`config.mk`:
```
export PLATFORM = sky130hd
export DESIGN_NAME = reg_writeback_arbiter_flat
export DESIGN_NICKNAME = d
export VERILOG_FILES = /design/src/rtl/reg_writeback_arbiter_pkg.sv /design/src/rtl/reg_writeback_arbiter_if.sv /design/src/rtl/reg_writeback_arbiter_fifo.sv /design/src/rtl/reg_writeback_arbiter.sv /design/src/flat_wrapper.sv
export SDC_FILE = /design/constraint.sdc
export NUM_CORES = 1
export LEC_CHECK = 0
export CAP_MARGIN = 20
export CORE_MARGIN = 5
export CORE_UTILIZATION = 56
export CTS_CLUSTER_DIAMETER = 30
export DETAILED_ROUTE_END_ITERATION = 16
export GPL_TIMING_DRIVEN = 0
export PLACE_DENSITY = 0.88
export SLEW_MARGIN = 20
export SYNTH_ARGS = -nofsm -noshare
export SYNTH_HDL_FRONTEND = slang
export SYNTH_SLANG_ARGS = --single-unit
```
`constraint.sdc`:
```
create_clock -name CLK -period 8.24 [get_ports CLK]
set_input_delay 2.06 -clock CLK [delete_from_list [all_inputs] [get_ports CLK]]
set_output_delay 2.06 -clock CLK [all_outputs]
set_load 0.02 [all_outputs]
```
`src/rtl/reg_writeback_arbiter_pkg.sv`:
```
`default_nettype none
// ============================================================================
// wb_pkg : shared widths, entry layout and helpers for the write-back arbiter
// Rev 1.0
// ============================================================================
package wb_pkg;

  localparam int REG_ADDR_W = 4;
  localparam int NUM_REGS   = 16;
  localparam int WB_BITS    = 32;

  // Layout of one buffered load at the default word width.
  typedef struct packed {
    logic                  live;
    logic [REG_ADDR_W-1:0] addr;
    logic [WB_BITS-1:0]    data;
  } wb_entry_t;

  function automatic logic [NUM_REGS-1:0] addr_onehot(input logic [REG_ADDR_W-1:0] a);
    logic [NUM_REGS-1:0] v;
    v    = '0;
    v[a] = 1'b1;
    return v;
  endfunction

endpackage
`default_nettype wire

```
`src/rtl/reg_writeback_arbiter_if.sv`:
```
`default_nettype none
// ============================================================================
// reg_writeback_arbiter_if : ALU/load producer ports and bank write port
// Rev 1.0
// ============================================================================
interface reg_writeback_arbiter_if import wb_pkg::*; #(
  parameter int BITS = 32
) ();

  logic                  ALU_VALID;
  logic [REG_ADDR_W-1:0] ALU_A3;
  logic [BITS-1:0]       ALU_WD;
  logic                  ALU_READY;
  logic                  MEM_VALID;
  logic [REG_ADDR_W-1:0] MEM_A3;
  logic [BITS-1:0]       MEM_WD;
  logic                  MEM_READY;
  logic                  WE3;
  logic [REG_ADDR_W-1:0] A3;
  logic [BITS-1:0]       WD3;
  logic [NUM_REGS-1:0]   PEND_MASK;

  modport master (
    output ALU_VALID, ALU_A3, ALU_WD, MEM_VALID, MEM_A3, MEM_WD,
    input  ALU_READY, MEM_READY, WE3, A3, WD3, PEND_MASK
  );

  modport slave (
    input  ALU_VALID, ALU_A3, ALU_WD, MEM_VALID, MEM_A3, MEM_WD,
    output ALU_READY, MEM_READY, WE3, A3, WD3, PEND_MASK
  );

endinterface
`default_nettype wire

```
`src/rtl/reg_writeback_arbiter_fifo.sv`:
```
`default_nettype none
// ============================================================================
// wb_fifo : circular load buffer with per-entry live bits cleared by address
// Rev 1.0
// ============================================================================
module wb_fifo import wb_pkg::*; #(
  parameter int BITS  = 32,
  parameter int DEPTH = 4
) (
  input  wire logic                             CLK,
  input  wire logic                             RST,
  input  wire logic                             i_push,
  input  wire logic [REG_ADDR_W-1:0]            i_push_addr,
  input  wire logic [BITS-1:0]                  i_push_data,
  input  wire logic                             i_pop,
  input  wire logic                             i_cancel,
  input  wire logic [REG_ADDR_W-1:0]            i_cancel_addr,
  output logic                                  o_full,
  output logic                                  o_empty,
  output logic                                  o_head_live,
  output logic [REG_ADDR_W-1:0]                 o_head_addr,
  output logic [BITS-1:0]                       o_head_data,
  output logic [DEPTH-1:0]                      o_live_vec,
  output logic [DEPTH-1:0][REG_ADDR_W-1:0]      o_addr_vec
);

  localparam int c_ptr_w = $clog2(DEPTH);
  localparam int c_cnt_w = $clog2(DEPTH + 1);
  localparam logic [c_cnt_w-1:0] c_full_cnt = c_cnt_w'(DEPTH);

  logic [DEPTH-1:0]                 r_live;
  logic [DEPTH-1:0][REG_ADDR_W-1:0] r_addr;
  logic [DEPTH-1:0][BITS-1:0]       r_data;
  logic [c_ptr_w-1:0]               r_head;
  logic [c_ptr_w-1:0]               r_tail;
  logic [c_cnt_w-1:0]               r_count;
  logic                             w_push_live;

  // A younger ALU write to the same register kills the entry on its way in.
  assign w_push_live = !(i_cancel && (i_cancel_addr == i_push_addr));

  always_ff @(posedge CLK or posedge RST) begin
    if (RST) begin
      r_live  <= '0;
      r_addr  <= '0;
      r_data  <= '0;
      r_head  <= '0;
      r_tail  <= '0;
      r_count <= '0;
    end else begin
      if (i_cancel) begin
        for (int i = 0; i < DEPTH; i++) begin
          if (r_addr[i] == i_cancel_addr) r_live[i] <= 1'b0;
        end
      end
      // Vacated slots are kept dead so the live vector needs no occupancy mask.
      if (i_pop) begin
        r_live[r_head] <= 1'b0;
        r_head         <= r_head + c_ptr_w'(1);
      end
      if (i_push) begin
        r_live[r_tail] <= w_push_live;
        r_addr[r_tail] <= i_push_addr;
        r_data[r_tail] <= i_push_data;
        r_tail         <= r_tail + c_ptr_w'(1);
      end
      case ({i_push, i_pop})
        2'b10:   r_count <= r_count + c_cnt_w'(1);
        2'b01:   r_count <= r_count - c_cnt_w'(1);
        default: r_count <= r_count;
      endcase
    end
  end

  assign o_full      = (r_count == c_full_cnt);
  assign o_empty     = (r_count == '0);
  assign o_head_live = r_live[r_head];
  assign o_head_addr = r_addr[r_head];
  assign o_head_data = r_data[r_head];
  assign o_live_vec  = r_live;
  assign o_addr_vec  = r_addr;

endmodule
`default_nettype wire

```
`src/rtl/reg_writeback_arbiter.sv`:
```
`default_nettype none
// ============================================================================
// reg_writeback_arbiter : merges ALU and load results onto the bank write port
// Rev 1.0
// ============================================================================
module reg_writeback_arbiter import wb_pkg::*; #(
  parameter int BITS         = 32,
  parameter int DEPTH        = 4,
  parameter int STARVE_LIMIT = 8
) (
  input  wire logic             CLK,
  input  wire logic             RST,
  reg_writeback_arbiter_if.slave bus
);

  localparam int c_starve_w = $clog2(STARVE_LIMIT + 1);
  localparam logic [c_starve_w-1:0] c_starve_max = c_starve_w'(STARVE_LIMIT);

  logic                             w_full;
  logic                             w_empty;
  logic                             w_head_live;
  logic [REG_ADDR_W-1:0]            w_head_addr;
  logic [BITS-1:0]                  w_head_data;
  logic [DEPTH-1:0]                 w_live_vec;
  logic [DEPTH-1:0][REG_ADDR_W-1:0] w_addr_vec;
  logic                             w_alu_ready;
  logic                             w_alu_acc;
  logic                             w_push;
  logic                             w_pop;
  logic [NUM_REGS-1:0]              w_pend;

  logic [c_starve_w-1:0]            r_starve;
  logic                             r_we3;
  logic [REG_ADDR_W-1:0]            r_a3;
  logic [BITS-1:0]                  r_wd3;

  // Throttling the ALU for one cycle is what guarantees a full FIFO drains.
  assign w_alu_ready = !(w_full && (r_starve == c_starve_max));
  assign w_alu_acc   = bus.ALU_VALID && w_alu_ready;
  assign w_push      = bus.MEM_VALID && !w_full;
  assign w_pop       = !w_alu_acc && !w_empty;

  wb_fifo #(
    .BITS  (BITS),
    .DEPTH (DEPTH)
  ) u_fifo (
    .CLK           (CLK),
    .RST           (RST),
    .i_push        (w_push),
    .i_push_addr   (bus.MEM_A3),
    .i_push_data   (bus.MEM_WD),
    .i_pop         (w_pop),
    .i_cancel      (w_alu_acc),
    .i_cancel_addr (bus.ALU_A3),
    .o_full        (w_full),
    .o_empty       (w_empty),
    .o_head_live   (w_head_live),
    .o_head_addr   (w_head_addr),
    .o_head_data   (w_head_data),
    .o_live_vec    (w_live_vec),
    .o_addr_vec    (w_addr_vec)
  );

  always_ff @(posedge CLK or posedge RST) begin
    if (RST) begin
      r_starve <= '0;
    end else if (w_pop) begin
      r_starve <= '0;
    end else if (w_full && w_alu_acc && (r_starve != c_starve_max)) begin
      r_starve <= r_starve + c_starve_w'(1);
    end
  end

  always_ff @(posedge CLK or posedge RST) begin
    if (RST) begin
      r_we3 <= 1'b0;
      r_a3  <= '0;
      r_wd3 <= '0;
    end else if (w_alu_acc) begin
      r_we3 <= 1'b1;
      r_a3  <= bus.ALU_A3;
      r_wd3 <= bus.ALU_WD;
    end else if (w_pop) begin
      // A cancelled entry still pops, but must not write the bank.
      r_we3 <= w_head_live;
      r_a3  <= w_head_addr;
      r_wd3 <= w_head_data;
    end else begin
      r_we3 <= 1'b0;
    end
  end

  always_comb begin
    w_pend = '0;
    for (int i = 0; i < DEPTH; i++) begin
      if (w_live_vec[i]) w_pend = w_pend | addr_onehot(w_addr_vec[i]);
    end
  end

  assign bus.ALU_READY = w_alu_ready;
  assign bus.MEM_READY = !w_full;
  assign bus.WE3       = r_we3;
  assign bus.A3        = r_a3;
  assign bus.WD3       = r_wd3;
  assign bus.PEND_MASK = w_pend;

endmodule
`default_nettype wire

```
`src/flat_wrapper.sv`:
```
// flat-port wrapper written by rule: the top's interface ports become plain ports
module reg_writeback_arbiter_flat import wb_pkg::*;
#(
  parameter int BITS         = 32,
  parameter int DEPTH        = 4,
  parameter int STARVE_LIMIT = 8
)
  (CLK, RST, bus_ALU_VALID, bus_ALU_A3, bus_ALU_WD, bus_MEM_VALID, bus_MEM_A3, bus_MEM_WD, bus_ALU_READY, bus_MEM_READY, bus_WE3, bus_A3, bus_WD3, bus_PEND_MASK);
  reg_writeback_arbiter_if #(.BITS(BITS)) bus_i ();
  input  wire logic CLK;
  input  wire logic RST;
  input wire logic [$bits(bus_i.ALU_VALID)-1:0] bus_ALU_VALID;
  input wire logic [$bits(bus_i.ALU_A3)-1:0] bus_ALU_A3;
  input wire logic [$bits(bus_i.ALU_WD)-1:0] bus_ALU_WD;
  input wire logic [$bits(bus_i.MEM_VALID)-1:0] bus_MEM_VALID;
  input wire logic [$bits(bus_i.MEM_A3)-1:0] bus_MEM_A3;
  input wire logic [$bits(bus_i.MEM_WD)-1:0] bus_MEM_WD;
  output wire logic [$bits(bus_i.ALU_READY)-1:0] bus_ALU_READY;
  output wire logic [$bits(bus_i.MEM_READY)-1:0] bus_MEM_READY;
  output wire logic [$bits(bus_i.WE3)-1:0] bus_WE3;
  output wire logic [$bits(bus_i.A3)-1:0] bus_A3;
  output wire logic [$bits(bus_i.WD3)-1:0] bus_WD3;
  output wire logic [$bits(bus_i.PEND_MASK)-1:0] bus_PEND_MASK;
  assign bus_i.ALU_VALID = bus_ALU_VALID;
  assign bus_i.ALU_A3 = bus_ALU_A3;
  assign bus_i.ALU_WD = bus_ALU_WD;
  assign bus_i.MEM_VALID = bus_MEM_VALID;
  assign bus_i.MEM_A3 = bus_MEM_A3;
  assign bus_i.MEM_WD = bus_MEM_WD;
  assign bus_ALU_READY = bus_i.ALU_READY;
  assign bus_MEM_READY = bus_i.MEM_READY;
  assign bus_WE3 = bus_i.WE3;
  assign bus_A3 = bus_i.A3;
  assign bus_WD3 = bus_i.WD3;
  assign bus_PEND_MASK = bus_i.PEND_MASK;
  reg_writeback_arbiter #(.BITS(BITS), .DEPTH(DEPTH), .STARVE_LIMIT(STARVE_LIMIT)) u_core (.CLK(CLK), .RST(RST), .bus(bus_i));
endmodule
```
==> qor.yml <==
postCtsSetupBuffers: 0
path_max_fanout: 10
dr_wl_met2_microns: 13700
hold_class: "reg2reg"
avgSynthCellArea_sq_um: 9.45
die_area_sq_um: 20100
htree_levels: 4
status: "completed"
port_buffers: 124
drive_gt1_share_pct: 10.8
clock-sinks: 196
dp_hpwl_microns: 18500
core_area_sq_um: 17200
die_y_microns: 142
skew_ns: 0.0111
gp_congestion: 0.944
fin_hold_ws_ns: 0.470
grt_pass1_vias: 8836
cts_buffers: 17
fin_crit_ns: 4.61
drtAntennaViolNets: 0
synthesis.area_sq_um: 9750
relSlewSlack_pct: 49.7
dpl-instance-area_sq_um: 11300
setup_violations: 0
area_growth_pct: 22.1
vias: 8456
grt_usage_pct: 28.2
ios: 131
cts_tree: "yes"
grt_max_degree: 79
overflow: 0
clockRootBuffer: "clkbuf_16"
stdcell_area_sq_um: 11900
finalHoldViolations: 0
diodes: 0
powerDensity_nw_per_um2: 382
drt-wirelength-per-cell_microns: 19.6
vias_per_cell: 5.98
cts-resized-gates: 0
synth-seq-cells: 196
drv_cap: 0
synth_edf_count: 0
dr.first_iter.drc_count: 967
firstDrtPassIters: 6
top_layer: "met4"
initial_core_util_pct: 56.7
wl_met1_microns: 10400
worstSkewPairLatency_ns: 0.44
slew_viol_final: 0
post-route-period-util_pct: 55.9
yosysSeqAreaShare_pct: 50.3
grt_pass1_wl_microns: 44700
ir_drop_uv: 247
endpoint_kind: "primary output"
synthesis.nets: 1119
antenna_found_initial: 0
fmax_ghz: 0.217
netlist_instances: 1031
route.met3.wl_microns: 2300
critPathLaunchType: "flip-flop"
rows: 48
clock_path_buffers: 2
ys.flop_type: "dfrtp_1"
cts_hold_buf: 0
drc: 0
nFillCells: 1216
die_w_microns: 142
async_flop_share_pct: 100
routed_wl_microns: 27700
rsz0062_at_grt: "no"
fin_nets: 1264
crit_type: "reg2out"
path_clk_slew_ns: 0.07
arrival_ns: 2.55
cp_data_required_time_ns: 6.18
leakage_nw: 5.64
worst_pin_slew_ns: 0.754
yosysUniqueCellTypes: 50
synth_warnings: 0
-- per-layer routing --
layer,up-vias,GRT usage (%)
li1,3734,-
met1,4120,35.1
met2,494,47.3
met3,108,5.61
met4,0,14.3
met5,-,0
-- sequential cells by signal, summed over array words and instances (netlist names) --
name,cells
u_core.u_fifo.r_data,128
u_core.bus.WD3,32
u_core.u_fifo.o_addr_vec,16
u_core.bus.A3,4
u_core.r_starve,4
u_core.u_fifo.o_live_vec,4
u_core.u_fifo.r_count,3
u_core.u_fifo.r_head,2
u_core.u_fifo.r_tail,2
u_core.bus.WE3,1
-- area by class of cell --
cell class / instances / area (sq um) / area share (%)
plain buffers: 73 / 457 / 3.84
clock buffers: 25 / 495 / 4.16
clock inverters: 7 / 70.1 / 0.589
inverters: 12 / 52.6 / 0.442
multi-input cells: 750 / 4340 / 36.5
flip-flops and latches: 196 / 4900 / 41.2
well taps: 225 / 282 / 2.37
repair buffers: 126 / 1300 / 10.9
-- critical path, stage by stage (launching register included) --
cell             delay, ns
dfrtp_1               0.37
clkbuf_1              0.23
nor3b_1               0.54
a21oi_1               0.14
o311ai_0              0.14
clkdlybuf4s50_1       0.68
-- worst paths after layout --
| kind | startpoint | endpoint | slack, ns | cells past startpoint |
|---|---|---|---|---|
| max reg2reg | u_core.r_starve[0] | u_core.u_fifo.r_count[2] | 5.62 | 12 |
| min | u_core.u_fifo.r_data[106] | u_core.u_fifo.r_data[106] | 0.47 | 2 |
| min in group asynchronous | RST | u_core.u_fifo.r_data[55] | 2.02 | 2 |
| max | u_core.u_fifo.o_addr_vec[4] | bus_PEND_MASK[0] | 3.63 | 5 |
| max in group asynchronous | RST | u_core.u_fifo.r_data[96] | 5.17 | 4 |
| min reg2reg | u_core.u_fifo.r_data[106] | u_core.u_fifo.r_data[106] | 0.47 | 2 |
-- cells by family after synthesis --
| kind of cell | Yosys count | share of synthesized area [%] |
|---|---|---|
| fa+ha+maj | 12 | 1.62 |
| xor+xnor | 27 | 2.43 |
| flops | 196 | 50.3 |
| simple gates | 550 | 23.1 |
| mux | 44 | 9.29 |
| buf+inv | 85 | 5.15 |
| compound gates | 117 | 8.06 |
-- Yosys cell counts, drive strengths merged (6+ instances only) --
master	instances	area [sq um]
dfrtp	196	4900
a22oi	39	293
o22ai	7	43.8
nand3	12	65.1
clkbuf	24	92.6
ha	11	138
inv	12	45.0
xnor2	23	201
mux4	37	833
and3	11	83.8
buf	49	364
nand2	473	1780
o21ai	40	204
o221ai	6	52.6
nor2	16	67.6
-- power breakdown --
group          switching [mW]  internal [mW]  leakage [nW]
Sequential              0.291           1.40          2.45
Clock                   0.360          0.449         0.278
Combinational            1.12          0.922          2.92
-- layout by cell type, fill, tap and decap left out, types with 11 or more instances in the layout --
cell type,Yosys,layout
mux4_2,37,37
dfrtp_1,196,196
buf_4,15,15
nand2_1,473,473
buf_2,21,21
nand3_1,11,11
clkbuf_1,22,26
a22oi_1,39,39
inv_1,12,11
nor2_1,15,15
xnor2_1,23,23
clkdlybuf4s50_1,0,124
clkbuf_16,0,17
ha_1,11,11
buf_6,13,13
o21ai_0,34,34
-- per-stage QoR --
stage | cells | util (%) | TNS, ns | total power [mW] | setup slack, ns
floorplan | 1031 | - | 0 | 3.00 | 0.839
global placement | 1380 | 65.6 | -301.12 | 3.59 | -1.55
detailed placement | 1382 | 66.0 | 0 | 3.69 | 4.14
CTS | 1414 | 69.3 | 0 | 4.53 | 3.66
global route | 1414 | 69.3 | 0 | 4.81 | 3.53
finish | 1414 | 69.3 | 0 | 4.54 | 3.63
(Power assumes the default switching activity.)
